### config.mk
export PLATFORM = sky130hd
export DESIGN_NAME = mem_arbiter
export DESIGN_NICKNAME = d
export VERILOG_FILES = /design/src/rtl/mem_arbiter.sv
export SDC_FILE = /design/constraint.sdc
export NUM_CORES = 1
export LEC_CHECK = 0
export BUFFER_PORTS_ARGS = -buffer_cell sky130_fd_sc_hd__buf_2
export CELL_PAD_IN_SITES_DETAIL_PLACEMENT = 1
export CELL_PAD_IN_SITES_GLOBAL_PLACEMENT = 1
export CORE_AREA = 2 2 92 94
export DETAILED_ROUTE_END_ITERATION = 10
export DIE_AREA = 0 0 94 96
export GPL_ROUTABILITY_DRIVEN = 0
export HOLD_SLACK_MARGIN = 0.1
export PLACE_DENSITY_LB_ADDON = 0.15
export SLEW_MARGIN = 20
export SYNTH_ARGS = -nofsm -noshare
export SYNTH_HDL_FRONTEND = slang
export SYNTH_SLANG_ARGS = --single-unit
### constraint.sdc
create_clock -name clk -period 2 [get_ports clk]
set_input_delay 0.2 -clock clk [delete_from_list [all_inputs] [get_ports clk]]
set_output_delay 0.2 -clock clk [all_outputs]
set_load 0.01 [all_outputs]
### src/rtl/mem_arbiter.sv
// Shares one single-port synchronous RAM between the CPU, the GPU and video scanout.
// Writes are posted through one-entry buffers; reads get one ack pulse one cycle after their grant.
module mem_arbiter #(
  parameter int ADDR_W = 12,
  parameter int DATA_W = 8
) (
  input  logic              clk,
  input  logic              rst_n,
  input  logic              cpu_mem_read,
  input  logic [ADDR_W-1:0] cpu_mem_read_idx,
  output logic              cpu_mem_read_ack,
  input  logic              cpu_mem_write,
  input  logic [ADDR_W-1:0] cpu_mem_write_idx,
  input  logic [DATA_W-1:0] cpu_mem_write_byte,
  input  logic              gpu_mem_read,
  input  logic [ADDR_W-1:0] gpu_mem_read_idx,
  output logic              gpu_mem_read_ack,
  input  logic              gpu_mem_write,
  input  logic [ADDR_W-1:0] gpu_mem_write_idx,
  input  logic [DATA_W-1:0] gpu_mem_write_byte,
  input  logic              vid_mem_read,
  input  logic [ADDR_W-1:0] vid_mem_read_idx,
  output logic              vid_mem_read_ack,
  output logic [DATA_W-1:0] rd_byte,
  output logic [ADDR_W-1:0] ram_addr,
  output logic              ram_we,
  output logic [DATA_W-1:0] ram_wdata,
  input  logic [DATA_W-1:0] ram_rdata,
  output logic              wr_overflow
);

  typedef enum logic [2:0] {
    G_NONE   = 3'd0,
    G_VID    = 3'd1,
    G_GPU_WR = 3'd2,
    G_CPU_WR = 3'd3,
    G_CPU_RD = 3'd4,
    G_GPU_RD = 3'd5
  } grant_e;

  logic              cpu_wb_valid, gpu_wb_valid;
  logic [ADDR_W-1:0] cpu_wb_idx, gpu_wb_idx;
  logic [DATA_W-1:0] cpu_wb_byte, gpu_wb_byte;
  logic              cpu_ack_q, gpu_ack_q, vid_ack_q;
  logic              rr_gpu;
  logic              overflow_q;
  logic [ADDR_W-1:0] addr_q;

  logic   cpu_rd_ok, gpu_rd_ok, vid_rd_ok;
  grant_e grant;

  // A port that is owed an ack this cycle, or still has a posted write, may not read.
  always_comb begin
    cpu_rd_ok = cpu_mem_read && !cpu_ack_q && !cpu_wb_valid;
    gpu_rd_ok = gpu_mem_read && !gpu_ack_q && !gpu_wb_valid;
    vid_rd_ok = vid_mem_read && !vid_ack_q;
    grant     = G_NONE;
    if (vid_rd_ok)                        grant = G_VID;
    else if (gpu_wb_valid)                grant = G_GPU_WR;
    else if (cpu_wb_valid)                grant = G_CPU_WR;
    else if (cpu_rd_ok && (!gpu_rd_ok || !rr_gpu)) grant = G_CPU_RD;
    else if (gpu_rd_ok)                   grant = G_GPU_RD;
  end

  always_comb begin
    ram_we    = 1'b0;
    ram_addr  = addr_q;
    ram_wdata = cpu_wb_byte;
    unique case (grant)
      G_VID:    ram_addr = vid_mem_read_idx;
      G_GPU_WR: begin
        ram_we    = 1'b1;
        ram_addr  = gpu_wb_idx;
        ram_wdata = gpu_wb_byte;
      end
      G_CPU_WR: begin
        ram_we    = 1'b1;
        ram_addr  = cpu_wb_idx;
      end
      G_CPU_RD: ram_addr = cpu_mem_read_idx;
      G_GPU_RD: ram_addr = gpu_mem_read_idx;
      default:  ;
    endcase
  end

  assign cpu_mem_read_ack = cpu_ack_q;
  assign gpu_mem_read_ack = gpu_ack_q;
  assign vid_mem_read_ack = vid_ack_q;
  assign rd_byte          = ram_rdata;
  assign wr_overflow      = overflow_q;

  always_ff @(posedge clk or negedge rst_n) begin
    if (!rst_n) begin
      cpu_wb_valid <= 1'b0;
      gpu_wb_valid <= 1'b0;
      cpu_wb_idx   <= '0;
      gpu_wb_idx   <= '0;
      cpu_wb_byte  <= '0;
      gpu_wb_byte  <= '0;
      cpu_ack_q    <= 1'b0;
      gpu_ack_q    <= 1'b0;
      vid_ack_q    <= 1'b0;
      rr_gpu       <= 1'b0;
      overflow_q   <= 1'b0;
      addr_q       <= '0;
    end else begin
      cpu_ack_q <= (grant == G_CPU_RD);
      gpu_ack_q <= (grant == G_GPU_RD);
      vid_ack_q <= (grant == G_VID);
      addr_q    <= ram_addr;

      // The pointer moves to the port that did not just get a read.
      if (grant == G_CPU_RD) rr_gpu <= 1'b1;
      if (grant == G_GPU_RD) rr_gpu <= 1'b0;

      if (grant == G_GPU_WR) gpu_wb_valid <= 1'b0;
      if (gpu_mem_write) begin
        if (!gpu_wb_valid || grant == G_GPU_WR) begin
          gpu_wb_valid <= 1'b1;
          gpu_wb_idx   <= gpu_mem_write_idx;
          gpu_wb_byte  <= gpu_mem_write_byte;
        end else begin
          overflow_q <= 1'b1;
        end
      end

      if (grant == G_CPU_WR) cpu_wb_valid <= 1'b0;
      if (cpu_mem_write) begin
        if (!cpu_wb_valid || grant == G_CPU_WR) begin
          cpu_wb_valid <= 1'b1;
          cpu_wb_idx   <= cpu_mem_write_idx;
          cpu_wb_byte  <= cpu_mem_write_byte;
        end else begin
          overflow_q <= 1'b1;
        end
      end
    end
  end

endmodule

==> flow_summary.toml <==
[place]
portBuffers = 107
dp.cells = 416
place_ws_ns = 0.128
place_hpwl_um = 5320

[timing]
finalCritPeriodShare_pct = 110
maxSlewHeadroom_pct = 77.7
slew_violations = 0
worstMarginPinSlew_ns = 0.335
setup_viol = 12
setup_slack_ns = -0.201
timing.hold.ws_ns = 0.111
hold_violations = 0
skew_ns = 0.00686
fin_crit_ns = 2.20
rsz0062_at_grt = "yes"
timing.fmax_ghz = 0.454

[synth]
syn_nets = 304
yosys_warnings = 0
synth_cell_type_count = 25
syn-cell-area_um2 = 2810
ys.flop_type = "dfrtp_1"
synthArstFlopShare_pct = 100
avgSynthCellArea_um2 = 13.2
netlist_instances = 213
ys_seq_elements = 59
synth-edff-count = 0
synth-seq-area-share_pct = 52.6

[detailed_routing]
vias = 2359
routedWlPerCell_um = 16.3
drt_first_iter_violations = 76
viasPerCell = 4.91
drc = 0
firstDrtPassIters = 5
wl_um = 7820
ant_nets = 0

[run_status]
status = "finished with violations"
violations = "setup timing"

[setup_path]
crit_buf_inv = 3
crit_cells = 7
criticalPathCategory = "reg -> out"
cpMaxStageDelayCell = "dfrtp_2"
start_kind = "register"
critical_path_required_ns = 1.80
cpLargestDelayFamily = "simple AND/OR/NAND/NOR gates"
crit_path_end_kind = "output port"
path_cells = "or2_4 > nor4_4 > buf_4 > buf_8 > a22oi_2 > a31oi_1 > buf_2"
critPathMaxStageDelay_ns = 0.41
arrival_ns = 2.00
reg2reg_depth = 9
cp_max_fo = 7

[pwr]
internal_power_mw = 2.40
pwr-share-clk_pct = 29.2
p_switching_mw = 0.921
total_power_mw = 3.33
power_density_nw_per_um2 = 791
pwr-share-comb_pct = 25.6
ir_worst_vdd_mv = 0.354
seq_power_share_pct = 45.2
p_leak_nw = 1.90
p_sw_share_pct = 27.7

[floorplanning]
row_count = 33
die_w_um = 94
ios = 124
fp.dieH_um = 96
die_area_um2 = 9020
start_util_pct = 34.8
core_area_um2 = 8050

[cts]
cts_tree = "built"
numCtsBuffers = 9
clk_pin_slew_ns = 0.07
cts_sinks = 59
clockBufferDepth = 2
clkLatencyLatePin_ns = 0.33
cts_root_buffer = "clkbuf_8"
htreeDepth = 3

[layout]
n_antenna_cell = 0
fillers = 899
multi_input_area_um2 = 1230
nets = 462
layout.cells.non_filler = 480
area_growth_pct = 50.0
post-route-util_pct = 52.2
seqCellArea_um2 = 1480
layout_commonest_cell = "buf_2"
drive_above_1_share_pct = 61.6
layout_common_cells = "108 x buf_2, 58 x dfrtp_1, 48 x mux2_2"

[grt]
grt_pass1_vias = 2408
grt_pass1_wl_um = 12300
grt-ovfl-total = 0
grt_max_degree = 60
grt_usage_pct = 17.9
antenna_found_initial = 0

[job]
drv_cap = 0

[hold_path]
hold_depth = 2
hold_class = "in -> reg"
## power by group through the flow
stage / registers [mW] / logic [mW] / clock network, mW
floorplan: 1.48 / 0.454 / 0
global placement: 1.52 / 0.712 / 0
detailed placement: 1.53 / 0.729 / 0
CTS: 1.51 / 0.840 / 1.02
global route: 1.53 / 0.930 / 1.07
finish: 1.50 / 0.850 / 0.971
## sequential cells by signal, summed over array words and instances, names as in the netlist
name and count:
vid_mem_read_ack 1, gpu_mem_read_ack 1, cpu_wb_idx 12, cpu_wb_valid 1
addr_q 12, rr_gpu 1, gpu_wb_valid 1, cpu_mem_read_ack 1
gpu_wb_idx 12, cpu_wb_byte 8, gpu_wb_byte 8, wr_overflow 1
## through the flow
| step | cell area (um^2) | setup TNS (ns) |
|---|---|---|
| final | 4210 | -2.03 |
| after global placement | 3530 | 0 |
| after floorplan | 2810 | 0 |
| after CTS | 4180 | -2.21 |
| after global routing | 4210 | -3.26 |
| after detailed placement | 3530 | 0 |
## synth_stat cells, types with 2 or more instances
library cell | count | area (um^2)
a31oi_2 | 8 | 100
a221o_1 | 12 | 120
nand2_1 | 5 | 18.8
mux2_2 | 48 | 541
a31oi_1 | 5 | 31.3
buf_2 | 10 | 50.1
nand2b_1 | 3 | 18.8
buf_6 | 2 | 22.5
dfrtp_1 | 59 | 1480
nor2_1 | 16 | 60.1
a22oi_2 | 8 | 100
a22oi_1 | 4 | 30.0
nor4_4 | 2 | 42.5
buf_4 | 8 | 60.1
o21ai_0 | 13 | 65.1
## final timing paths
| path | end | start | slack (ns) |
|---|---|---|---|
| worst max register to register | addr_q[5]$_DFF_PN0_ | gpu_wb_valid$_DFF_PN0_ | 0.19 |
| max in group asynchronous | addr_q[1]$_DFF_PN0_ | rst_n | 1.31 |
| min in group asynchronous | cpu_mem_read_ack$_DFF_PN0_ | rst_n | 0.39 |
| worst min-delay path | gpu_wb_idx[1]$_DFFE_PN0P_ | gpu_mem_write_idx[1] | 0.11 |
| worst min register to register | cpu_wb_byte[5]$_DFFE_PN0P_ | cpu_wb_byte[5]$_DFFE_PN0P_ | 0.50 |
| worst max-delay path | ram_addr[0] | gpu_wb_valid$_DFF_PN0_ | -0.20 |
## kinds of logic (layout without fill, tap and decap cells)
kind of cell / after synthesis / in the layout / share of synthesized area, %
AO/OA/AOI/OAI: 52 / 52 / 16.4
buffers and inverters: 23 / 185 / 5.13
flip-flops: 59 / 59 / 52.6
multiplexers: 48 / 48 / 19.3
AND/OR/NAND/NOR: 31 / 31 / 6.56
## cell type report
cell class	instances	share of cell area (%)
clock buffers	11	3.60
clock inverters	4	0.625
inverters	2	0.238
multi-input cells	131	29.2
flip-flops and latches	59	35.1
well taps	105	3.12
repair buffers	168	28.1
## metal layers
metal	wire length, um	vias to the layer above	global-route usage [%]	part of all wire, %
met4	96	0	6.52	1.2
met2	3830	92	30.9	49
li1	-	1103	-	-
met3	477	8	3.92	6.1
met1	3410	1156	22.2	44
met5	0	-	0	0
## repair_timing
action,CTS,global route
gates resized for setup,11,6
endpoints found under the hold margin,89,0
setup buffers,11,6
gates cloned,2,0
pin swaps,17,7
endpoints found under the setup margin,20,20
hold buffers,31,0
No activity file was read; power rests on OpenSTA's default activity.
